===== src/rtl/mult4_rr_sched.sv =====
// Round-robin scheduler sharing one 4x4 unsigned array multiplier among NREQ requesters,
// with an OUT_DEPTH result queue. Define MULT4_SCHED_PERF_EN to add the perf_ops counter.
module mult4_rr_sched #(
  parameter int NREQ      = 4,
  parameter int OUT_DEPTH = 2,
  localparam int IDW      = (NREQ > 1) ? $clog2(NREQ) : 1
) (
  input  logic                clk,
  input  logic                rst,
  input  logic [NREQ-1:0]     req_valid,
  output logic [NREQ-1:0]     req_ready,
  input  logic [4*NREQ-1:0]   req_x,
  input  logic [4*NREQ-1:0]   req_y,
  output logic                resp_valid,
  input  logic                resp_ready,
  output logic [7:0]          resp_p,
  output logic [IDW-1:0]      resp_id,
  output logic                busy
`ifdef MULT4_SCHED_PERF_EN
  ,output logic [15:0]        perf_ops
`endif
);

  localparam int CW = $clog2(OUT_DEPTH + 1);
  localparam int PW = (OUT_DEPTH > 1) ? $clog2(OUT_DEPTH) : 1;

  function automatic logic [7:0] mul4_array(input logic [3:0] a, input logic [3:0] b);
    logic [7:0] acc;
    acc = '0;
    for (int i = 0; i < 4; i++) begin
      if (b[i]) acc = acc + ({4'b0000, a} << i);
    end
    return acc;
  endfunction

  function automatic logic [PW-1:0] ptr_next(input logic [PW-1:0] p);
    return (p == PW'(OUT_DEPTH - 1)) ? '0 : p + PW'(1);
  endfunction

  function automatic logic [15:0] sat_inc16(input logic [15:0] v);
    return (v == 16'hFFFF) ? v : v + 16'd1;
  endfunction

  logic [IDW-1:0] r_last;
  logic [CW-1:0]  r_count;
  logic [PW-1:0]  r_wptr;
  logic [PW-1:0]  r_rptr;
  logic [7:0]     r_q_p  [OUT_DEPTH];
  logic [IDW-1:0] r_q_id [OUT_DEPTH];

  logic           w_found_p0;
  logic [IDW-1:0] w_gidx_p0;
  logic [IDW-1:0] w_cand;
  logic [NREQ-1:0] w_gnt_p0;
  logic [3:0]     w_x_p0;
  logic [3:0]     w_y_p0;
  logic [7:0]     w_prod_p0;
  logic           w_pop;
  logic           w_space;
  logic           w_push;

  // Stage p0: round-robin search starting just after the last granted index
  always_comb begin
    w_found_p0 = 1'b0;
    w_gidx_p0  = '0;
    w_cand     = '0;
    for (int k = 1; k <= NREQ; k++) begin
      w_cand = IDW'((int'(r_last) + k) % NREQ);
      if (!w_found_p0 && req_valid[w_cand]) begin
        w_found_p0 = 1'b1;
        w_gidx_p0  = w_cand;
      end
    end
  end

  always_comb begin
    w_gnt_p0 = '0;
    if (w_found_p0) w_gnt_p0[w_gidx_p0] = 1'b1;
  end

  assign w_x_p0    = req_x[{w_gidx_p0, 2'b00} +: 4];
  assign w_y_p0    = req_y[{w_gidx_p0, 2'b00} +: 4];
  assign w_prod_p0 = mul4_array(w_x_p0, w_y_p0);

  assign resp_valid = (r_count != '0);
  assign w_pop      = resp_valid & resp_ready;
  // A full queue still accepts when the head leaves in the same cycle
  assign w_space    = (r_count < CW'(OUT_DEPTH)) | w_pop;
  assign w_push     = w_found_p0 & w_space & ~rst;
  assign req_ready  = w_push ? w_gnt_p0 : '0;

  // Stage p1: result queue
  always_ff @(posedge clk) begin
    if (rst) begin
      r_last  <= IDW'(NREQ - 1);
      r_count <= '0;
      r_wptr  <= '0;
      r_rptr  <= '0;
    end else begin
      if (w_push) begin
        r_last <= w_gidx_p0;
        r_wptr <= ptr_next(r_wptr);
      end
      if (w_pop) r_rptr <= ptr_next(r_rptr);
      case ({w_push, w_pop})
        2'b10:   r_count <= r_count + CW'(1);
        2'b01:   r_count <= r_count - CW'(1);
        default: r_count <= r_count;
      endcase
    end
  end

  always_ff @(posedge clk) begin
    if (w_push) begin
      r_q_p[r_wptr]  <= w_prod_p0;
      r_q_id[r_wptr] <= w_gidx_p0;
    end
  end

  assign resp_p  = resp_valid ? r_q_p[r_rptr]  : '0;
  assign resp_id = resp_valid ? r_q_id[r_rptr] : '0;
  assign busy    = (|req_valid) | resp_valid;

`ifdef MULT4_SCHED_PERF_EN
  logic [15:0] r_perf_ops;

  always_ff @(posedge clk) begin
    if (rst)         r_perf_ops <= '0;
    else if (w_push) r_perf_ops <= sat_inc16(r_perf_ops);
  end

  assign perf_ops = r_perf_ops;
`endif

endmodule


===== config.mk =====
export PLATFORM = sky130hd
export DESIGN_NAME = mult4_rr_sched
export DESIGN_NICKNAME = d
export VERILOG_FILES = /design/src/rtl/mult4_rr_sched.sv
export SDC_FILE = /design/constraint.sdc
export NUM_CORES = 1
export LEC_CHECK = 0
export ABC_AREA = 1
export BUFFER_PORTS_ARGS = -buffer_cell sky130_fd_sc_hd__buf_2
export CORE_MARGIN = 4
export CORE_UTILIZATION = 49
export CTS_CLUSTER_SIZE = 24
export DETAILED_ROUTE_END_ITERATION = 8
export PLACE_DENSITY = 0.77
export SYNTH_ARGS = -nofsm -noshare
export SYNTH_HDL_FRONTEND = slang
export SYNTH_SLANG_ARGS = --single-unit

===== constraint.sdc =====
create_clock -name clk -period 3.8 [get_ports clk]
set_input_delay 0.38 -clock clk [delete_from_list [all_inputs] [get_ports clk]]
set_output_delay 0.38 -clock clk [all_outputs]
set_load 0.005 [all_outputs]

-- Yosys cells after proc, flatten, opt, wreduce, memory -nomap -nowiden
Memories as Yosys holds them, arrays and structs flattened. A register that Yosys moved wholly into a read port is not among the register bits.
Index checks and enable logic that the tools add are counted.
- add/subtract/negate cells: 11
- $mul: 0
- divide/modulo/power cells: 0
- $lt $le $gt $ge: 7
- eq/ne operators: 2
- shift operators: 2
- multiplexer cells: 35
- bitwise gates (word level): 6
- reduce and logical (&&, ||, !) cells: 10
- operator list (kind ; number):
    8-bit two-way mux ; 4
    16-bit by 5-bit indexed part select with 4-bit output ; 2
    1-bit two-way mux ; 17
    2-bit by 3-bit less-than comparator with 1-bit output, second input constant ; 5
    4-bit two-way mux ; 3
    2-bit two-way mux ; 5
    8-bit by 5-bit adder with 8-bit output ; 1
    8-bit by 6-bit adder with 8-bit output ; 1
    8-bit by 7-bit adder with 8-bit output ; 1
    1-bit binary-select mux with 2-bit select ; 4
    2-bit by 1-bit adder with 2-bit output, second input constant ; 3
    2-bit adder, second input constant ; 2
    1-bit logical AND ; 4
    2-bit case mux with 2 select lines ; 1
    2-bit nonzero test ; 2
    4-bit OR reduction ; 1
    1-bit bitwise AND ; 3
    1-bit logical NOT ; 3
    1-bit adder, second input constant ; 2
    1-bit demux with 2-bit select ; 1
    2-bit by 1-bit equality test with 1-bit output, second input constant ; 1
    2-bit equality test, second input constant ; 1
    2-bit by 1-bit greater-or-equal comparator with 1-bit output, second input constant ; 1
    2-bit less-than comparator, second input constant ; 1
    3 further kinds ; 4
- register bits: 6
- bits in latches: 0
- bits in writable memories: 20
- ROM bits: 0
- output and inout port bits: 16
- logic and storage cells: 79
- memories kept: 2
- memory list (name ; words ; width ; read ports ; clocked after Yosys merged registers in ; wr ports ; line ; RTL):
    r_q_p ; 2 ; 8 ; 1 ; 1 ; 1 ; 48 ; logic [7:0] r_q_p [OUT_DEPTH];
    r_q_id ; 2 ; 2 ; 1 ; 1 ; 1 ; 49 ; logic [IDW-1:0] r_q_id [OUT_DEPTH];

-- Depth between registers and ports, before layout
- depth in word-level cells: 21
- depth in mapped cells: 43

-- Worst setup path after synthesis
No wires, ideal clock.
- path type: reg2reg
- from: register r_last[0]
- to: memory r_q_p[0][5], data pin
- library setup time: 270 ps
- data arrival time: 3861 ps
- setup slack: -331 ps
- cell stages (with the launch flop): 35
- buffers on the path: 2
- path through: dfxtp_1 -> buf_6 -> inv_6 -> nand2_1 -> nand2_2 -> nand2_1 -> nand2_2 -> clkinv_2 -> nand2_1 -> nand2_4 -> nand3_4 -> buf_6 -> nand2_1 -> inv_1 -> a22oi_1 -> nand2_1 -> ha_1 -> ha_1 -> inv_1 -> nand2_1 -> nand3_1 -> nand2_1 -> nand2_1 -> nand3_1 -> nand2_1 -> inv_1 -> ha_1 -> nand2_1 -> o21ai_0 -> ha_1 -> inv_1 -> fa_1 -> xnor2_1 -> nand2_1 -> o21ai_0
- longest elaborated chain between the ends: 21
- elaborated cells on any way between the ends: 34
- ends and longest elaborated chain (what ; line ; RTL):
    from (decl) ; 44 ; logic [IDW-1:0] r_last;
    from (signal assigned) ; 95 ; r_last <= IDW'(NREQ - 1);
    from (signal assigned) ; 101 ; r_last <= w_gidx_p0;
    2-bit by 1-bit adder with 2-bit output ; 68 ; w_cand = IDW'((int'(r_last) + k) % NREQ);
    1-bit binary-select mux with 2-bit select ; 69 ; if (!w_found_p0 && req_valid[w_cand]) begin
    1-bit two-way mux (not written as such) ; 69 ;
    1-bit two-way mux ; 69 ;
    1-bit logical NOT ; 69 ;
    1-bit logical AND ; 69 ;
    1-bit two-way mux ; 69 ;
    1-bit logical NOT ; 69 ;
    (+6 left out) ; -- ;
    4-bit two-way mux ; 31 ; if (b[i]) acc = acc + ({4'b0000, a} << i);
    8-bit by 5-bit adder with 8-bit output ; 31 ;
    8-bit two-way mux ; 31 ;
    8-bit by 6-bit adder with 8-bit output ; 31 ;
    8-bit two-way mux ; 31 ;
    8-bit by 7-bit adder with 8-bit output ; 31 ;
    8-bit two-way mux (*) ; 31 ;
    named net w_prod_p0[5] ; 57 ; logic [7:0] w_prod_p0;
    to (decl) ; 48 ;
Mark *: on every way through the listed nets, which the timed path passes. The rest lies on a longest branch. The select of a mux whose other input is x is not followed.

-- Final worst setup path
- from: register r_last[0]
- to: memory r_q_p[1][6], data pin
Same word-level chain as after synthesis.

==> summary.md <==
| Metric | Value |
|---|---|
| Remaining DRCs | 0 |
| Hold Crit Endpoint | r_rptr |
| Final ANT Viol Nets | 0 |
| F_max | 234.2 MHz |
| Placed Cells incl. Taps | 485 |
| Asr flop ratio synth | 0% |
| Buffers on Ports | 54 |
| CP max-delay cell | dfxtp_4 |
| Largest net degree at the start of global routing | 17 |
| Synthesized netlist net count | 388 |
| GRT Util Overall | 24.18% |
| Status | finished, violations left |
| Arrival @ worst endpoint | 4290 ps |
| Fin area | 3774 µm² |
| Most Frequent Cell on Critical Path | nand2_2 |
| Setup WS post-layout | -469.5 ps |
| Post-CTS Hold Buffers | 0 |
| Post-route insts no fill | 517 |
| EDFF count, synth | 20 |
| Clock latency at the later pin of the worst-skew pair | 270 ps |
| CTS sink cnt | 27 |
| WL final | 8900 µm |
| Worst-path maximum fanout | 6 |
| Commonest non-fill, non-tap cell in the layout | nand2_1 |
| Drt pass-1 iters | 5 |
| Site row count | 24 |
| Die width | 77.42 µm |
| Final worst path period need | 4269 ps |
| Max Cap Violations | 0 |
| Tightest Pin Transition | 904.3 ps |
| Post-Synthesis Cell Area | 2361 µm² |
| Initial drt markers | 252 |
| Vias in the first global route | 2658 |
| Sequential Area | 748.2 µm² |
| Post-route clock period utilization | 112.4% |
| Die Y | 77.42 µm |
| Crit end category | register |
| RR Endpoint | r_q_p[1][6] |
| Slew Limit Fails | 0 |
| Area Growth Syn to Fin | 59.83% |
| Core area | 4504 µm² |
| RD Place Congestion | 0.8590 |
| CP Class | reg -> reg |
| Violated checks | setup timing |
| Final hold vios | 0 |
| Via density | 5.634 |
| Fin nets | 517 |
| Clock buffer depth | 2 |
| CTS tree | yes |
| Hpwl dp | 4872 µm |
| Area after DPL | 3115 µm² |
| Total gr overflow | 0 |
| Hold Path Depth | 2 |
| Fin Clk Skew | 2.872 ps |
| Hold crit path type | in -> reg |
| Avg WL per Cell | 17.21 µm |
| Layout cells sized above 1 | 54.41% |
| Reg-to-reg startpoint | r_last[0] |
| Ant diodes | 0 |
| Worst-path clk slew | 90 ps |
| Dominant synthesized flop cell | edfxtp_1 |
| Die area | 5993 µm² |
| Syn_area_per_cell | 7.006 µm² |
| Final core utilization | 83.78% |
| Worst Reg-to-Reg Cells | 37 |
| Multi-input logic area | 1844 µm² |
| Final setup viols | 8 |
| Syn. warnings | 0 |
| H-tree lvl count | 1 |
| Initial antenna violation count | 0 |
| DR vias | 2913 |
| Io pins | 55 |
| Yosys cell types | 37 |
| CP startpoint kind | register |
| Starting density of the core | 52.42% |
| Slew headroom | 39.49% |
| RSZ-0062 raised after global routing | yes |
| Sequential fraction of the synthesis area | 31.37% |
| Yosys reg bits | 27 |
| Fillers | 242 |
| Hold_sp | rst |
| Worst Path Required | 3820 ps |
| Global-route wire length before repair | 11850 µm |
| Crit path largest cell delay | 390 ps |
| Root Driver | clkbuf_8 |
| Syn Inst Count | 337 |
| Number of CTS-inserted buffers | 3 |
| Flop2flop setup slack | -470 ps |
| Commonest cells after routing, fill and taps aside | nand2_1, buf_4, buf_2 |
==> per-layer routing <==
metal | GRT usage (%) | wire (µm)
met1 | 28.08 | 3347
met2 | 43.61 | 4512
met3 | 3.472 | 544
met4 | 11.57 | 495
met5 | 0 | 0
==> logic make-up (layout without fill, tap and decap cells) <==
kind of cell / after synthesis / in the layout / share of synthesized area [%]
xor+xnor: 3 / 3 / 1.113
fa+ha+maj: 12 / 12 / 6.677
simple gates: 198 / 199 / 41.07
flops: 27 / 27 / 31.37
compound gates: 41 / 41 / 9.963
buf+inv: 56 / 183 / 9.804
==> critical path: cells and delay by family, from the launching register on <==
kind	cells	cell delay [ps]
flops	1	390
compound gates	1	200
simple gates	25	2100
xor+xnor	1	130
fa+ha+maj	4	780
buf+inv	6	400
==> worst max path at each step <==
stage | start | to | slack [ps]
3_3_place_gp | r_last[1] | r_q_p[1][5] | -370
5_1_grt | r_last[0] | r_q_p[1][6] | -770
2_1_floorplan | r_last[0] | r_q_p[0][5] | -210
3_5_place_dp | r_last[1] | r_q_p[0][5] | -490
4_1_cts | r_last[0] | r_q_p[1][6] | -220
6_report | r_last[0] | r_q_p[1][6] | -470
==> sequential cells by signal, summed over array words and instances (netlist names), named ones only <==
name / cells
r_last: 2
r_q_id: 4
r_wptr: 1
r_count: 2
r_rptr: 1
r_q_p: 16
==> area by class of cell <==
| cell class | count | share of cell area, % |
|---|---|---|
| Clock inverter | 1 | 0.1989 |
| Sequential cell | 27 | 19.83 |
| Timing Repair Buffer | 127 | 22.71 |
| Multi-Input combinational cell | 255 | 48.87 |
| Tap cell | 52 | 1.724 |
| Clock buffer | 3 | 1.094 |
| Inverter | 52 | 5.570 |
==> stage by stage <==
step	TNS, ps	setup slack [ps]	hold WS, ps
2_1_floorplan	-1489	-212.6	456.1
3_3_place_gp	-2823	-366.8	468.7
3_5_place_dp	-3818	-487.7	497.4
4_1_cts	-1354	-222.2	368.0
5_1_grt	-5599	-765.5	379.5
6_report	-3480	-469.5	374.8
==> what timing repair did <==
| action | CTS | global route |
|---|---|---|
| pin swaps | 40 | 52 |
| resized for setup | 39 | 63 |
| setup endpoints to repair | 10 | 10 |
| gates cloned | 1 | 0 |
| setup buffers | 16 | 11 |
==> synthesized netlist by cell type, types with 2 or more instances <==
cell,instances,area (µm²)
o22ai_1,2,12.51
ha_1,11,137.6
dfxtp_1,7,140.1
nand2_2,16,100.1
xor2_1,2,17.52
nor3_1,2,10.01
o21a_1,2,15.01
nand2_1,108,405.4
nand3_2,8,80.08
edfxtp_1,20,600.6
nand4_1,10,62.56
inv_2,2,7.510
a21oi_1,18,90.09
nand3_1,15,75.07
a22oi_1,2,15.01
inv_1,47,176.4
o21ai_0,12,60.06
nor2_1,28,105.1
clkbuf_1,2,7.510
nor3b_1,2,15.01
nand2_4,4,45.04
buf_6,2,22.52
Power is left out: the tool's default activity adds up to more than one toggle a clock period on the data nets, which glitch-free logic cannot reach.
